===== config.mk =====
export PLATFORM = sky130hd
export DESIGN_NAME = ddr_arbiter
export DESIGN_NICKNAME = d
export VERILOG_FILES = /design/src/rtl/ddr_arbiter.sv
export SDC_FILE = /design/constraint.sdc
export NUM_CORES = 1
export LEC_CHECK = 0
export BUFFER_PORTS_ARGS = -buffer_cell sky130_fd_sc_hd__buf_2
export CAP_MARGIN = 0
export CORE_ASPECT_RATIO = 1.4
export CORE_MARGIN = 3
export CORE_UTILIZATION = 45
export DETAILED_ROUTE_END_ITERATION = 8
export PLACE_DENSITY_LB_ADDON = 0.3
export SLEW_MARGIN = 20
export SYNTH_ARGS = -nofsm -noshare
export SYNTH_HDL_FRONTEND = slang
export SYNTH_SLANG_ARGS = --single-unit

===== constraint.sdc =====
create_clock -name clk133_p -period 5.7 [get_ports clk133_p]
set_input_delay 1.14 -clock clk133_p [delete_from_list [all_inputs] [get_ports clk133_p]]
set_output_delay 1.14 -clock clk133_p [all_outputs]
set_load 0.01 [all_outputs]

===== src/rtl/ddr_arbiter.sv =====
// Three-client arbiter (display read, draw write, aux read) sharing one DDR controller port.
// One DDR operation in flight; level handshakes on every side.
//
// state   | meaning
// --------+-------------------------------------------------------------
// IDLE    | no owner; grants the winning pending client unless a DDR ack is still high
// ISSUE   | DDR request driven with latched address/data, waiting for the matching ack
// RELEASE | client ack high; waits for DDR ack and client request to both fall

module ddr_arbiter #(
    parameter int unsigned STARVE_LIMIT   = 8,
    parameter int unsigned TIMEOUT_CYCLES = 1023
) (
    input  logic        clk133_p,
    input  logic        rst,
    input  logic        dispRead,
    input  logic [23:0] dispAddress,
    output logic        dispAck,
    output logic [15:0] dispData,
    input  logic        drawWrite,
    input  logic [23:0] drawAddress,
    input  logic [15:0] drawData,
    output logic        drawAck,
    input  logic        auxRead,
    input  logic [23:0] auxAddress,
    output logic        auxAck,
    output logic [15:0] auxData,
    output logic        ddrRead,
    output logic [23:0] ddrReadAddress,
    input  logic        ddrReadAcknowledge,
    input  logic [15:0] ddrReadData,
    output logic        ddrWrite,
    output logic [23:0] ddrWriteAddress,
    output logic [15:0] ddrWriteData,
    input  logic        ddrWriteAcknowledge,
    output logic [1:0]  grantId,
    output logic        timeoutError
);

    localparam int unsigned SW = $clog2(STARVE_LIMIT + 1);
    localparam int unsigned TW = $clog2(TIMEOUT_CYCLES + 1);
    localparam logic [SW-1:0] STARVE_MAX  = SW'(STARVE_LIMIT);
    localparam logic [TW-1:0] TIMEOUT_MAX = TW'(TIMEOUT_CYCLES);

    localparam logic [1:0] GNT_NONE = 2'd0;
    localparam logic [1:0] GNT_DISP = 2'd1;
    localparam logic [1:0] GNT_DRAW = 2'd2;
    localparam logic [1:0] GNT_AUX  = 2'd3;

    typedef enum logic [1:0] {
        ST_IDLE    = 2'd0,
        ST_ISSUE   = 2'd1,
        ST_RELEASE = 2'd2
    } state_t;

    state_t        state_q, state_d;
    logic [1:0]    grant_q, grant_d;
    logic          ddr_read_q, ddr_read_d;
    logic          ddr_write_q, ddr_write_d;
    logic [23:0]   rd_addr_q, rd_addr_d;
    logic [23:0]   wr_addr_q, wr_addr_d;
    logic [15:0]   wr_data_q, wr_data_d;
    logic          disp_ack_q, disp_ack_d;
    logic          draw_ack_q, draw_ack_d;
    logic          aux_ack_q, aux_ack_d;
    logic [15:0]   disp_data_q, disp_data_d;
    logic [15:0]   aux_data_q, aux_data_d;
    logic [SW-1:0] starve_q, starve_d;
    logic [TW-1:0] timeout_cnt_q, timeout_cnt_d;
    logic          timeout_err_q, timeout_err_d;

    logic       disp_pend, draw_pend, aux_pend, other_pend;
    logic       ddr_ack_any, ddr_done, owner_req;
    logic [1:0] pick;

    always_comb begin
        disp_pend   = dispRead & ~disp_ack_q;
        draw_pend   = drawWrite & ~draw_ack_q;
        aux_pend    = auxRead & ~aux_ack_q;
        other_pend  = draw_pend | aux_pend;
        ddr_ack_any = ddrReadAcknowledge | ddrWriteAcknowledge;
        ddr_done    = (ddr_read_q & ddrReadAcknowledge) | (ddr_write_q & ddrWriteAcknowledge);

        // Once display has won STARVE_LIMIT grants in a row, a waiting client jumps the queue.
        pick = GNT_NONE;
        if ((starve_q == STARVE_MAX) && other_pend) begin
            pick = draw_pend ? GNT_DRAW : GNT_AUX;
        end else if (disp_pend) begin
            pick = GNT_DISP;
        end else if (draw_pend) begin
            pick = GNT_DRAW;
        end else if (aux_pend) begin
            pick = GNT_AUX;
        end

        case (grant_q)
            GNT_DISP: owner_req = dispRead;
            GNT_DRAW: owner_req = drawWrite;
            GNT_AUX:  owner_req = auxRead;
            default:  owner_req = 1'b0;
        endcase
    end

    always_comb begin
        state_d       = state_q;
        grant_d       = grant_q;
        ddr_read_d    = ddr_read_q;
        ddr_write_d   = ddr_write_q;
        rd_addr_d     = rd_addr_q;
        wr_addr_d     = wr_addr_q;
        wr_data_d     = wr_data_q;
        disp_ack_d    = disp_ack_q;
        draw_ack_d    = draw_ack_q;
        aux_ack_d     = aux_ack_q;
        disp_data_d   = disp_data_q;
        aux_data_d    = aux_data_q;
        starve_d      = starve_q;
        timeout_cnt_d = timeout_cnt_q;
        timeout_err_d = timeout_err_q;

        case (state_q)
            ST_IDLE: begin
                // A DDR ack still high here is stale (e.g. left over across a reset).
                if (!ddr_ack_any && (pick != GNT_NONE)) begin
                    grant_d       = pick;
                    state_d       = ST_ISSUE;
                    timeout_cnt_d = '0;
                    case (pick)
                        GNT_DISP: begin
                            ddr_read_d = 1'b1;
                            rd_addr_d  = dispAddress;
                            if (other_pend && (starve_q != STARVE_MAX)) begin
                                starve_d = starve_q + 1'b1;
                            end
                        end
                        GNT_DRAW: begin
                            ddr_write_d = 1'b1;
                            wr_addr_d   = drawAddress;
                            wr_data_d   = drawData;
                            starve_d    = '0;
                        end
                        default: begin
                            ddr_read_d = 1'b1;
                            rd_addr_d  = auxAddress;
                            starve_d   = '0;
                        end
                    endcase
                end
            end

            ST_ISSUE: begin
                if (ddr_done) begin
                    ddr_read_d  = 1'b0;
                    ddr_write_d = 1'b0;
                    state_d     = ST_RELEASE;
                    case (grant_q)
                        GNT_DISP: begin
                            disp_ack_d  = 1'b1;
                            disp_data_d = ddrReadData;
                        end
                        GNT_DRAW: draw_ack_d = 1'b1;
                        GNT_AUX: begin
                            aux_ack_d  = 1'b1;
                            aux_data_d = ddrReadData;
                        end
                        default: ;
                    endcase
                end else if (timeout_cnt_q != TIMEOUT_MAX) begin
                    timeout_cnt_d = timeout_cnt_q + 1'b1;
                end
            end

            ST_RELEASE: begin
                if (!ddr_ack_any && !owner_req) begin
                    disp_ack_d = 1'b0;
                    draw_ack_d = 1'b0;
                    aux_ack_d  = 1'b0;
                    grant_d    = GNT_NONE;
                    state_d    = ST_IDLE;
                end
            end

            default: state_d = ST_IDLE;
        endcase

        // The arbiter keeps waiting after a timeout; the flag only reports it.
        if (timeout_cnt_d == TIMEOUT_MAX) begin
            timeout_err_d = 1'b1;
        end
    end

    always_ff @(posedge clk133_p) begin
        if (rst) begin
            state_q       <= ST_IDLE;
            grant_q       <= GNT_NONE;
            ddr_read_q    <= 1'b0;
            ddr_write_q   <= 1'b0;
            rd_addr_q     <= '0;
            wr_addr_q     <= '0;
            wr_data_q     <= '0;
            disp_ack_q    <= 1'b0;
            draw_ack_q    <= 1'b0;
            aux_ack_q     <= 1'b0;
            disp_data_q   <= '0;
            aux_data_q    <= '0;
            starve_q      <= '0;
            timeout_cnt_q <= '0;
            timeout_err_q <= 1'b0;
        end else begin
            state_q       <= state_d;
            grant_q       <= grant_d;
            ddr_read_q    <= ddr_read_d;
            ddr_write_q   <= ddr_write_d;
            rd_addr_q     <= rd_addr_d;
            wr_addr_q     <= wr_addr_d;
            wr_data_q     <= wr_data_d;
            disp_ack_q    <= disp_ack_d;
            draw_ack_q    <= draw_ack_d;
            aux_ack_q     <= aux_ack_d;
            disp_data_q   <= disp_data_d;
            aux_data_q    <= aux_data_d;
            starve_q      <= starve_d;
            timeout_cnt_q <= timeout_cnt_d;
            timeout_err_q <= timeout_err_d;
        end
    end

    assign dispAck         = disp_ack_q;
    assign dispData        = disp_data_q;
    assign drawAck         = draw_ack_q;
    assign auxAck          = aux_ack_q;
    assign auxData         = aux_data_q;
    assign ddrRead         = ddr_read_q;
    assign ddrReadAddress  = rd_addr_q;
    assign ddrWrite        = ddr_write_q;
    assign ddrWriteAddress = wr_addr_q;
    assign ddrWriteData    = wr_data_q;
    assign grantId         = grant_q;
    assign timeoutError    = timeout_err_q;

endmodule


==> flow_summary.toml <==
[status]
status = "finished clean"

[critical_path]
rr_startpoint = "starve_q[0]$_SDFFE_PP0P_"
r2r_slack_ns = 3.22
critPathLaunch = "dispRead"
critPathArrivalTime_ns = 3.16
r2r_end = "ddrReadAddress[6]$_SDFFE_PP0P_"
r2r_cells = 7
crit_type = "in -> reg"
cp-end-kind = "flop"
cp_data_required_time_ns = 6.00
path_cells = "buf_2, nor2b_2, nand2_1, a21oi_4, mux2i_1, a211oi_1"
crit_fanout = 25
cp-endpoint = "ddrReadAddress[6]$_SDFFE_PP0P_"
setup.worst_path.start_class = "input pin"
crit_path_top_delay_cell = "a21oi_4"
cpPeakStageDelay_ns = 0.89

[logic_synthesis]
ys_ff_latch = 120
synthXorXnorAreaFrac_pct = 0
yosys.area_share.simple_pct = 21.5
async_flop_share_pct = 0
synthMuxAreaShare_pct = 9.01
yosys.area_share.adder_pct = 0.768
syn_area_per_cell_um2 = 8.48
yosys_warnings = 0
synth_largest_area_cell = "dfxtp_1"
synth_top_area_share_pct = 49.2
netlist_area_mm2 = 0.00489
synth_common_cells = "nand2_1 (124), dfxtp_1 (120), a21oi_1 (73), nor2_1 (65), mux2i_1 (44)"
synth-main-ff-cell = "dfxtp_1"
yosysSeqAreaShare_pct = 49.2
synth-compound-area-share_pct = 15.8
synth_top_family_by_area = "simple AND/OR/NAND/NOR gates"
syn_inst = 576
synth_edf_count = 0
ys_top_cells_by_area = "dfxtp_1 (49%), nand2_1 (9.5%), mux2i_1 (9.0%)"
ys_types = 46
postSynthNetCount = 690
yosysMostFrequentCell = "nand2_1"

[power]
pwr-share-clk_pct = 50.9
p_per_area_mw_per_mm2 = 318
leakagePower_nw = 2.91
p_sw_uw = 521
power.share.switching_pct = 24.6
p_comb_share_pct = 8.0
p_seq_share_pct = 41.1
internal-power_mw = 1.60
power_mw = 2.12
vdd_drop_max_v = 0.000203

[placement]
place_ws_ns = 2.38
gp_congestion = 0.824
io_buffer_count = 214
dp.final_hpwl_um = 9390

[route]
wl_per_cell_um = 14.3
wl_um = 13300
ant_nets = 0
drtPass1Iterations = 5
drtIter0Drc = 267
vias = 4876
vias_per_cell = 5.24
drc_errors = 0

[clock_network]
cts.path.max_buffers = 2
post_cts_buffers = 0
numCtsBuffers = 17
cts_num_sinks = 120
cts_tree = "done"
path_clk_slew_ns = 0.06
cts-root-buf = "clkbuf_16"
cts_max_level = 4
insertion_delay_ns = 0.41
cts_resized = 0
hold_buffers = 0

[timing]
tightest_slew_ns = 1.03
fin_crit_ns = 2.86
finClkSkew_ns = 0.0122
rsz0062_at_grt = "false"
drv_slew = 0
setup_viol_count_final = 0
hold_ws_ns = 0.451
tns_ns = 0
max_freq_mhz = 350
final_hold_viol_count = 0
relSlewSlack_pct = 31.1
finalWorstSetupSlack_ns = 2.84
timing.final.crit_share_pct = 50.1

[cells_and_area]
n_fill_cell = 888
syn_to_final_growth_pct = 36.5
final_nets = 894
drive_above_1_share_pct = 33.3
antenna_cells = 0

[job]
drv_cap = 0

[global_routing]
grt_overflow = 0
grt_pass1_vias = 4579
antenna_found_initial = 0
grtUsageTotal_pct = 20.8
grt_use_met1_pct = 22.8
use_met3_pct = 7.03
grt_pass1_wl_um = 20500
grt_max_degree = 121
top_usage_layer = "met2"
use_met2_pct = 36.8

[die]
fp-row-count = 44
die_y_um = 129
io_pins = 215
core_area_mm2 = 0.0105
dieArea_mm2 = 0.0122
die_x_um = 94.1
initial_core_util_pct = 46.7

[hold_path]
hp-class = "reg -> reg"
## routing by layer
metal | part of all wire, % | vias up
met4 | 1.9 | 0
met3 | 8.7 | 23
met1 | 38 | 2246
met2 | 52 | 215
met5 | 0 | -
li1 | - | 2392
## worst min-delay path by stage
| stage | start | end | cells past startpoint |
|---|---|---|---|
| global route | ddrWriteAddress[21]$_SDFFE_PP0P_ | ddrWriteAddress[21]$_SDFFE_PP0P_ | 2 |
| CTS | ddrWriteAddress[3]$_SDFFE_PP0P_ | ddrWriteAddress[3]$_SDFFE_PP0P_ | 2 |
| detailed placement | ddrWriteAddress[21]$_SDFFE_PP0P_ | ddrWriteAddress[21]$_SDFFE_PP0P_ | 2 |
| global placement | ddrWriteData[6]$_SDFFE_PP0P_ | ddrWriteData[6]$_SDFFE_PP0P_ | 2 |
| finish | ddrWriteData[7]$_SDFFE_PP0P_ | ddrWriteData[7]$_SDFFE_PP0P_ | 2 |
| floorplan | starve_q[2]$_SDFFE_PP0P_ | starve_q[2]$_SDFFE_PP0P_ | 2 |
## layout by cell type, fill, tap and decap left out, drive strengths merged, types with 6 or more instances in the layout
cell,n
a211oi,25
a21oi,74
buf,220
clkbuf,18
dfxtp,120
inv,15
mux2i,44
nand2,124
nand3,15
nand3b,6
nor2,66
nor4,6
## layout make-up
cell class | instances | area [um2] | area share (%)
clock buffer | 18 | 439 | 6.58
multi-input combinational | 412 | 2320 | 34.7
clock inverter | 14 | 164 | 2.46
tap | 138 | 173 | 2.59
timing repair buffer | 220 | 1140 | 17.1
sequential | 120 | 2400 | 36.0
inverter | 9 | 33.8 | 0.506
## sequential cells by signal, indices dropped and copies added (netlist names)
register	cells
auxAck	1
auxData	16
ddrRead	1
ddrReadAddress	24
ddrWrite	1
ddrWriteAddress	24
ddrWriteData	16
dispAck	1
dispData	16
drawAck	1
grantId	2
starve_q	4
state_q	2
timeoutError	1
timeout_cnt_q	10
## cells by family after synthesis
| family | count (synthesis) |
|---|---|
| compound gates | 124 |
| mux | 44 |
| flops | 120 |
| buf+inv | 44 |
| simple gates | 241 |
| fa+ha+maj | 3 |
## worst max-delay path: cells and delay by family
family,cells,cell delay [ns]
simple gates,2,0.54
buf+inv,1,0.10
compound gates,2,1.20
mux,1,0.17
## metrics by stage
| stage | instances | instance area (um2) | utilization [%] |
|---|---|---|---|
| 6_report | 931 | 6670 | 63.8 |
| 5_1_grt | 931 | 6670 | 63.8 |
| 4_1_cts | 930 | 6640 | 63.5 |
| 3_5_place_dp | 898 | 6040 | 57.7 |
| 3_3_place_gp | 898 | 6040 | 57.7 |
| 2_1_floorplan | 576 | 4890 | - |
## power by group through the flow
stage / registers [mW] / clock network [mW] / logic (mW)
2_1_floorplan: 0.897 / 0 / 0.0835
3_3_place_gp: 0.889 / 0 / 0.161
3_5_place_dp: 0.890 / 0 / 0.167
4_1_cts: 0.872 / 1.09 / 0.168
5_1_grt: 0.874 / 1.13 / 0.187
6_report: 0.872 / 1.08 / 0.170
Note: power is estimated with default switching activity, not from simulation.
